[src/rtl/uart_pkg.sv]
// Shared constants and FSM state encoding for the parametrised UART transmitter.
package uart_pkg;

   localparam int PARITY_NONE = 0;
   localparam int PARITY_EVEN = 1;
   localparam int PARITY_ODD  = 2;

   localparam int OVERSAMPLE = 16;

   typedef enum logic [2:0] {
      ST_IDLE,
      ST_START,
      ST_DATA,
      ST_PARITY,
      ST_STOP
   } tx_state_t;

endpackage

[src/rtl/uart_tx_fifo.sv]
// Synchronous holding FIFO with a first-word-fall-through read port.
module uart_tx_fifo #(
   parameter int WIDTH = 8,
   parameter int DEPTH = 4
) (
   input  logic                     clk,
   input  logic                     reset,
   input  logic                     push,
   input  logic                     pop,
   input  logic [WIDTH-1:0]         wdata,
   output logic [WIDTH-1:0]         rdata,
   output logic                     full,
   output logic                     empty,
   output logic [$clog2(DEPTH):0]   count
);

   localparam int PTR_W = $clog2(DEPTH);
   localparam int CNT_W = PTR_W + 1;

   logic [WIDTH-1:0] mem [DEPTH];
   logic [PTR_W-1:0] wr_ptr;
   logic [PTR_W-1:0] rd_ptr;
   logic             do_push;
   logic             do_pop;

   assign full    = (count == CNT_W'(DEPTH));
   assign empty   = (count == '0);
   assign do_push = push && !full;
   assign do_pop  = pop && !empty;
   assign rdata   = mem[rd_ptr];

   // NOTE: storage carries no reset; only pointers and count define validity.
   always_ff @(posedge clk) begin
      if (do_push) begin
         mem[wr_ptr] <= wdata;
      end
   end

   always_ff @(posedge clk) begin
      if (reset) begin
         wr_ptr <= '0;
         rd_ptr <= '0;
         count  <= '0;
      end else begin
         if (do_push) wr_ptr <= wr_ptr + PTR_W'(1);
         if (do_pop)  rd_ptr <= rd_ptr + PTR_W'(1);
         case ({do_push, do_pop})
            2'b10:   count <= count + CNT_W'(1);
            2'b01:   count <= count - CNT_W'(1);
            default: count <= count;
         endcase
      end
   end

endmodule

[src/rtl/uart_frame_transmitter.sv]
// UART transmitter: 5..9 data bits, optional parity, 1/2 stop bits, 16x clock.
// Parity generation is built only when UART_TX_PARITY_EN is defined.
module uart_frame_transmitter
   import uart_pkg::*;
#(
   parameter int DATA_BITS  = 8,
   parameter int STOP_BITS  = 1,
   parameter int PARITY     = PARITY_NONE,
   parameter int FIFO_DEPTH = 4
) (
   input  logic                 clk_baud_16x,
   input  logic                 reset,
   input  logic [DATA_BITS-1:0] trans_data,
   input  logic                 trans_write,
   output logic                 trans_busy,
   output logic                 trans_idle,
   output logic                 tx
);

   localparam int IDX_W = $clog2(DATA_BITS);
   localparam int CNT_W = $clog2(FIFO_DEPTH) + 1;
   localparam logic [3:0]       PHASE_LAST = 4'(OVERSAMPLE - 1);
   localparam logic [IDX_W-1:0] DATA_LAST  = IDX_W'(DATA_BITS - 1);
   localparam logic [IDX_W-1:0] STOP_LAST  = IDX_W'(STOP_BITS - 1);

   if (DATA_BITS < 5 || DATA_BITS > 9) begin : g_bad_data_bits
      $error("uart_frame_transmitter: DATA_BITS must be 5..9");
   end
   if (STOP_BITS < 1 || STOP_BITS > 2) begin : g_bad_stop_bits
      $error("uart_frame_transmitter: STOP_BITS must be 1 or 2");
   end
   if (PARITY != PARITY_NONE && PARITY != PARITY_EVEN && PARITY != PARITY_ODD) begin : g_bad_parity
      $error("uart_frame_transmitter: PARITY must be NONE, EVEN or ODD");
   end
   if (FIFO_DEPTH < 2 || FIFO_DEPTH > 16 || (FIFO_DEPTH & (FIFO_DEPTH - 1)) != 0) begin : g_bad_depth
      $error("uart_frame_transmitter: FIFO_DEPTH must be a power of two in 2..16");
   end

   tx_state_t           state;
   logic [3:0]          phase;
   logic [IDX_W-1:0]    bit_idx;
   logic [DATA_BITS-1:0] shift;
   logic [DATA_BITS-1:0] fifo_rdata;
   logic                fifo_full;
   logic                fifo_empty;
   logic [CNT_W-1:0]    fifo_count;
   logic                push;
   logic                pop;
   logic                phase_end;
   logic                stop_end;
`ifdef UART_TX_PARITY_EN
   logic                parity_bit;
`endif

   assign push      = trans_write && !trans_busy && !fifo_full;
   assign phase_end = (phase == PHASE_LAST);
   assign stop_end  = (state == ST_STOP) && phase_end && (bit_idx == STOP_LAST);
   assign pop       = !fifo_empty && ((state == ST_IDLE) || stop_end);

   uart_tx_fifo #(
      .WIDTH (DATA_BITS),
      .DEPTH (FIFO_DEPTH)
   ) u_fifo (
      .clk   (clk_baud_16x),
      .reset (reset),
      .push  (push),
      .pop   (pop),
      .wdata (trans_data),
      .rdata (fifo_rdata),
      .full  (fifo_full),
      .empty (fifo_empty),
      .count (fifo_count)
   );

   always_ff @(posedge clk_baud_16x) begin
      if (reset) begin
         state      <= ST_IDLE;
         phase      <= '0;
         bit_idx    <= '0;
         shift      <= '0;
         tx         <= 1'b1;
         trans_busy <= 1'b0;
         trans_idle <= 1'b1;
`ifdef UART_TX_PARITY_EN
         parity_bit <= 1'b0;
`endif
      end else begin
         // NOTE: busy ignores a same-cycle pop, so a full FIFO rejects that write.
         trans_busy <= (fifo_count + CNT_W'(push)) == CNT_W'(FIFO_DEPTH);
         trans_idle <= fifo_empty && ((state == ST_IDLE) || stop_end);

         case (state)
            ST_IDLE: begin
               tx <= 1'b1;
            end
            ST_START: begin
               tx    <= 1'b0;
               phase <= phase + 4'd1;
               if (phase_end) begin
                  state   <= ST_DATA;
                  bit_idx <= '0;
               end
            end
            ST_DATA: begin
               tx    <= shift[0];
               phase <= phase + 4'd1;
               if (phase_end) begin
                  shift <= shift >> 1;
                  if (bit_idx == DATA_LAST) begin
                     bit_idx <= '0;
`ifdef UART_TX_PARITY_EN
                     state   <= (PARITY != PARITY_NONE) ? ST_PARITY : ST_STOP;
`else
                     state   <= ST_STOP;
`endif
                  end else begin
                     bit_idx <= bit_idx + IDX_W'(1);
                  end
               end
            end
`ifdef UART_TX_PARITY_EN
            ST_PARITY: begin
               tx    <= parity_bit;
               phase <= phase + 4'd1;
               if (phase_end) begin
                  state   <= ST_STOP;
                  bit_idx <= '0;
               end
            end
`endif
            ST_STOP: begin
               tx    <= 1'b1;
               phase <= phase + 4'd1;
               if (stop_end) begin
                  state <= ST_IDLE;
               end else if (phase_end) begin
                  bit_idx <= bit_idx + IDX_W'(1);
               end
            end
            default: begin
               tx    <= 1'b1;
               state <= ST_IDLE;
            end
         endcase

         // A pop (from IDLE or at the end of the last stop bit) overrides the
         // state chosen above and starts the next frame with no idle bit.
         if (pop) begin
            shift   <= fifo_rdata;
            state   <= ST_START;
            phase   <= '0;
            bit_idx <= '0;
`ifdef UART_TX_PARITY_EN
            parity_bit <= (^fifo_rdata) ^ (PARITY == PARITY_ODD);
`endif
         end
      end
   end

endmodule

[config.mk]
export PLATFORM = sky130hd
export DESIGN_NAME = uart_frame_transmitter
export DESIGN_NICKNAME = d
export VERILOG_FILES = /design/src/rtl/uart_pkg.sv /design/src/rtl/uart_tx_fifo.sv /design/src/rtl/uart_frame_transmitter.sv
export SDC_FILE = /design/constraint.sdc
export NUM_CORES = 1
export LEC_CHECK = 0
export ABC_AREA = 0
export CAP_MARGIN = 20
export CORE_ASPECT_RATIO = 1.1
export CORE_MARGIN = 3
export CORE_UTILIZATION = 35
export CTS_CLUSTER_SIZE = 12
export DETAILED_ROUTE_END_ITERATION = 10
export PLACE_DENSITY = 0.5
export SETUP_SLACK_MARGIN = 0.5
export SYNTH_ARGS = -nofsm -noshare
export SYNTH_HDL_FRONTEND = slang
export SYNTH_HIERARCHICAL = 1
export SYNTH_SLANG_ARGS = --single-unit
[constraint.sdc]
create_clock -name clk_baud_16x -period 2.7 [get_ports clk_baud_16x]
set_input_delay 0.54 -clock clk_baud_16x [delete_from_list [all_inputs] [get_ports clk_baud_16x]]
set_output_delay 0.54 -clock clk_baud_16x [all_outputs]
set_load 0.05 [all_outputs]
# After elaboration in Yosys (flattened, before gate mapping)
# Memory sizes are Yosys's and may differ from the RTL's. A register that Yosys moved wholly into a read port is not among the register bits.
# Cells that the tools add are included.
[word_totals]
out_inout_bits = 3
inputBits = 11
mem_bits_rw = 32
n_memories = 1
wordCells = 86
latch_bits = 0
romBits = 0
ff_bits = 28
[memory_table]
columns = ["memory", "depth", "width", "read_ports", "rd_ports_with_merged_regs", "write_ports", "line", "rtl"]
rows = [
  ["u_fifo.mem", 4, 8, 1, 1, 1, "uart_tx_fifo.sv:20", "logic [WIDTH-1:0] mem [DEPTH];"],
]
[op_classes]
order_cmp = 0
div = 0
addsub = 7
multipliers = 0
eq_ne = 20
reduce_logical = 25
muxes = 21
bitwise = 1
n_shift = 0
[op_table]
columns = ["operator", "count"]
rows = [
  ["2-to-1 mux 3 bit", 9],
  ["2-to-1 mux 8 bit", 3],
  ["AND reduction 5 bit", 3],
  ["== test 3 bit (second input constant)", 4],
  ["inequality test 2 bit (second input constant)", 6],
  ["inequality test 3 x 2 -> 1 bit (second input constant)", 4],
  ["case mux 3 bit (4 select lines)", 1],
  ["logical NOT 3 bit", 3],
  ["case mux 3 bit (3 select lines)", 1],
  ["logical AND 1 bit", 8],
  ["adder 3 x 1 -> 3 bit (second input constant)", 2],
  ["case mux 3 bit (2 select lines)", 1],
  ["nonzero test 2 bit", 3],
  ["adder 2 x 1 -> 2 bit (second input constant)", 2],
  ["adder 4 x 1 -> 4 bit (second input constant)", 1],
  ["== test 4 bit (second input constant)", 1],
  ["2-to-1 mux 2 bit", 2],
  ["adder 3 x 1 -> 3 bit", 1],
  ["== test 3 x 1 -> 1 bit (second input constant)", 1],
  ["== test 3 x 2 -> 1 bit (second input constant)", 1],
  ["logical NOT 1 bit", 3],
  ["2-to-1 mux 1 bit", 3],
  ["nonzero test 3 bit", 1],
  ["OR reduction 3 bit", 1],
  ["9 further kinds", 9],
]

# Longest topological paths before layout
[logic_depth]
ltp_word = 8
depth_mapped = 14

# Hierarchy
# Netlist, hierarchy kept.
[by_module_without_submodules]
columns = ["mod", "n_inst", "cells_each", "area_each_um2"]
rows = [
  ["uart_tx_fifo", 1, 96, 1630.3],
  ["uart_frame_transmitter", 1, 128, 1193.6],
]

# Worst setup path before layout
# OpenSTA, ideal clock, no wires.
[synth_path]
path_type = "reg-to-reg"
start = "register state[0]"
end = "register u_fifo.count[2]"
path_slack_ns = 0.200
t_arrival_ns = 2.430
stages_incl_launch_ff = 14
synth_period_minus_slack_ns = 2.500
path_cell_list = "dfxtp_1 -> buf_2 -> nor4_1 -> a21oi_2 -> buf_2 -> inv_1 -> o31ai_1 -> inv_1 -> ha_1 -> inv_1 -> fa_1 -> xor2_1 -> or3_1 -> a21oi_1"
[synth_via]
elab_chain_len = 8
elab_cells_between_ends = 11
cone_classes = "eq/ne: 3; mux: 1; reduce/logical: 7"
[synth_lines]
columns = ["item", "line", "rtl"]
rows = [
  ["from (decl)", "uart_frame_transmitter.sv:39", "tx_state_t state;"],
  ["from (signal assigned)", "uart_frame_transmitter.sv:77", "state <= ST_IDLE;"],
  ["from (signal assigned)", "uart_frame_transmitter.sv:100", "state <= ST_DATA;"],
  ["from (signal assigned)", "uart_frame_transmitter.sv:114", "state <= ST_STOP;"],
  ["== test 3 bit", "uart_frame_transmitter.sv:57", "assign stop_end = (state == ST_STOP) && phase_end && (bit_idx == STOP_LAST);"],
  ["logical AND 1 bit (2 in series)", "uart_frame_transmitter.sv:57", ""],
  ["logical OR 1 bit *", "uart_frame_transmitter.sv:58", "assign pop = !fifo_empty && ((state == ST_IDLE) || stop_end);"],
  ["logical AND 1 bit *", "uart_frame_transmitter.sv:58", ""],
  ["via pop", "uart_frame_transmitter.sv:48", "logic pop;"],
  ["logical AND 1 bit *", "uart_tx_fifo.sv:29", "assign do_pop = pop && !empty;"],
  ["via u_fifo.do_pop", "uart_tx_fifo.sv:24", "logic do_pop;"],
  ["== test 2 x 1 -> 1 bit / == test 2 bit (equally long branches)", "uart_tx_fifo.sv:47", "case ({do_push, do_pop})"],
  ["case mux 3 bit (2 select lines) / nonzero test 2 bit (equally long branches)", "n/a", ""],
  ["to (signal assigned)", "uart_tx_fifo.sv:48", "2'b10: count <= count + CNT_W'(1);"],
  ["to (signal assigned)", "uart_tx_fifo.sv:49", "2'b01: count <= count - CNT_W'(1);"],
  ["to (signal assigned)", "uart_tx_fifo.sv:50", "default: count <= count;"],
  ["to (decl)", "uart_tx_fifo.sv:14", "output logic [$clog2(DEPTH):0] count"],
]
# The timed path passes the listed nets; every way through them passes the cells marked *.
# A chain may end at the register's enable or synchronous reset.

# Final worst setup path
[layout_path]
start = "register bit_idx[0]"
end = "register u_fifo.count[2]"
[layout_via]
elab_chain_len = 7
elab_cells_between_ends = 9
cone_classes = "eq/ne: 2; mux: 1; reduce/logical: 6"
[layout_lines]
columns = ["item", "line", "rtl"]
rows = [
  ["from (decl)", "uart_frame_transmitter.sv:41", "logic [IDX_W-1:0] bit_idx;"],
  ["from (signal assigned)", "uart_frame_transmitter.sv:117", "bit_idx <= bit_idx + IDX_W'(1);"],
  ["from (signal assigned)", "uart_frame_transmitter.sv:137", "bit_idx <= bit_idx + IDX_W'(1);"],
  ["logical NOT 3 bit *", "uart_frame_transmitter.sv:57", ""],
  ["logical AND 1 bit *", "uart_frame_transmitter.sv:57", ""],
  ["logical OR 1 bit *", "uart_frame_transmitter.sv:58", ""],
  ["logical AND 1 bit *", "uart_frame_transmitter.sv:58", ""],
  ["via pop", "uart_frame_transmitter.sv:48", ""],
  ["logical AND 1 bit *", "uart_tx_fifo.sv:29", ""],
  ["via u_fifo.do_pop", "uart_tx_fifo.sv:24", ""],
  ["== test 2 x 1 -> 1 bit / == test 2 bit (equally long branches)", "uart_tx_fifo.sv:47", ""],
  ["case mux 3 bit (2 select lines) / nonzero test 2 bit (equally long branches)", "n/a", ""],
]
# Marked as above.

==> metrics <==
fin crit period=2250 ps; register area=1580 um^2; synthesized flop and latch total=62; period utilization=83.3%; Vias per Instance=4.73; Fin. Hold Viols=0; worst-path cell chain=inv_1 -> ha_2 -> nor4b_4 -> a21oi_2 -> inv_4 -> o31ai_4 -> inv_1 -> ha_2 -> inv_2 -> fa_2 -> xor2_1 -> or3_1 -> a21oi_1; met3 global-route usage=3.60%; area of the multi-input gates=1210 um^2; Synth area leaders=edfxtp_1 34%, dfxtp_1 21%, mux4_2 6.4%; Reg clk slew, reported paths=70 ps; Routed Antenna Nets=0; H-tree depth=3; DRT Pass-1 Iters=4; Die Wd=91.6 um; Worst Clk Skew=8.88 ps; CP Launch Type=flip-flop; grt peak-use layer=met2; WL final=5.01 mm; Syn Area/Cell=12.6 um^2; ratio of cells with drive above 1 in the final layout=28.7%; vias in the first global route=1740; die height=100 um; Post-synth ARST share=0%; HP Class=reg2reg; total core area=7640 um^2; worst-path fanout max=2; Placed Area=3160 um^2; Max clock buf depth=2; post-synthesis sequential area ratio=55.3%; clk_lat worst skew=340 ps; dpl ws=162 ps; total CTS buffers=9; clock sinks=62; die area=9180 um^2; R2R setup slack=450 ps; Req. time, crit path=2970 ps; antenna fix cells=0; number of remaining DRC errors=0; family with the most delay on the worst path=adder cells; CP Depth=13; critical path type=reg2reg; LEAKAGE=1.31 nW; syn nets=247; r2r endpoint=u_fifo/count[2]; Worst-Margin Slew=557 ps; synth cell count leaders=32 x edfxtp_1, 30 x dfxtp_1, 19 x nor2_1, 14 x inv_1; first-pass GRT wire length=8.52 mm; ys flop type=edfxtp_1; yosys warns=6; fin area=3520 um^2; max_cap viols=0; GRT Overall Usage=12.1%; final setup TNS=0 ps; largest net degree at the start of global routing=25; PD cells=971 nW/um^2; Yosys top cell area share=34.0%; Critical path origin=bit_idx[0]; Pins Over Slew Limit=0; area leader, netlist=edfxtp_1; Final Worst Setup Slack=452 ps; Max Clk Rate=0.445 GHz; count leader, synth=edfxtp_1; dpl hpwl=3.38 mm; RSZ-0062 raised after global routing=true; starting density of the core=37.0%; Cell variety after synth=50; Port Buffers=13; Area Overhead vs Synth=24.7%; CTS root buf=clkbuf_8; row cnt=33; DR iter-0 viols=87; status=complete, no violations; initial antenna violation count=0; Setup crit end=u_fifo/count[2]; Crit-path slowest cell=dfxtp_2; total gr overflow=0; GRT met2 Usage=18.8%; max_slew headroom=62.8%; worst reg2reg path depth=13; fill count=690; post-DR wirelength/cell=13.5 um; DR vias=1750; nets@finish=283; CP arrival=2520 ps; number of setup violations in the final report=0; worst path buffer plus inverter count=4; reg2reg start=bit_idx[0]; number of flops mapped to enable cells by yosys=32; CTS tree=done; M1 GR Usage=15.4%; Worst setup EP type=flip-flop; peak supply drop=0.389 mV; Post-Syn Instances=224; I/O pin count=14; synthesized area=2820 um^2; GPL Wtd Cong=0.685; Largest stage delay, worst path=330 ps
[cell usage in the layout (no fill, tap or decap), drive strengths merged, types with 5 or more instances in the layout]
| master | netlist | routed |
|---|---|---|
| ha | 11 | 11 |
| o21ai | 6 | 6 |
| or3 | 5 | 5 |
| inv | 14 | 18 |
| mux4 | 8 | 8 |
| nor2 | 20 | 20 |
| a21oi | 12 | 12 |
| mux2i | 11 | 11 |
| edfxtp | 32 | 32 |
| a211oi | 6 | 6 |
| buf | 9 | 22 |
| dfxtp | 30 | 30 |
| xor2 | 5 | 5 |
| nand2b | 6 | 6 |
| clkbuf | 1 | 9 |
| nand2 | 5 | 5 |
| nand3 | 5 | 5 |
| clkdlybuf4s50 | 0 | 13 |
[sequential cells by signal, summed over array words and instances (netlist names), named ones only]
register and flops:
trans_idle 1, shift 8, u_fifo/count 3, bit_idx 3, u_fifo/rd_ptr 2, tx 1
u_fifo/wr_ptr 2, phase 4, u_fifo/mem 32, trans_busy 1, state 3
[how the worst min path moves through the flow]
stage,from,end,depth (start not counted)
floorplan,shift[2],shift[2],2
global route,shift[2],shift[2],2
global placement,shift[2],shift[2],2
detailed placement,shift[2],shift[2],2
finish,shift[2],shift[2],2
CTS,shift[2],shift[2],2
[logic make-up (layout without fill, tap and decap cells)]
logic type	Yosys count	after routing	synth area share [%]
AO/OA/AOI/OAI	33	33	8.55
XOR/XNOR	7	7	2.17
adder cells (fa/ha/maj)	12	12	5.58
buffers and inverters	24	65	3.68
flip-flops	62	62	55.3
multiplexers	19	19	10.3
AND/OR/NAND/NOR	67	67	14.4
[area by class of cell]
type / instances / area share (%)
multi-input combinational: 138 / 34.4
sequential: 62 / 44.8
clock inverter: 7 / 3.55
inverter: 14 / 1.56
clock buffer: 9 / 3.52
timing repair buffer: 35 / 8.38
tap: 105 / 3.73
[through the flow]
step | hold WS, ps | utilization (%) | std cells | total power [mW]
final | 470 | 46.1 | 370 | 3.42
after global routing | 516 | 46.1 | 370 | 3.65
after CTS | 475 | 45.5 | 365 | 3.40
after detailed placement | 464 | 41.3 | 342 | 2.31
after global placement | 465 | 41.3 | 342 | 2.30
after floorplan | 447 | - | 224 | 2.10
[worst min-delay path, delay by kind of cell, from the launching register on]
kind | cells | cell delay (ps)
AOI/OAI and AO/OA | 1 | 60
and+or+nand+nor | 1 | 60
DFF | 1 | 310
[repair_timing]
action,4_1_cts,5_1_grt
cloned,0,0
pin swaps,7,7
setup buffers,7,5
endpoints found under the hold margin,0,0
hold buffers,0,0
setup endpoints to repair,2,2
gates resized for setup,8,2
[layer usage]
metal  share of wire [%]  wire (um)
met2                  47       2350
met1                  49       2430
met3                 2.9        146
met4                 1.6         78
met5                   0          0
[report_power, final]
part | switching (mW) | internal (mW) | total, mW
registers | 0.150 | 1.18 | 1.33
logic | 0.530 | 0.527 | 1.06
clock network | 0.403 | 0.626 | 1.03
total | 1.08 | 2.34 | 3.42
No activity file was read; power rests on OpenSTA's default activity.
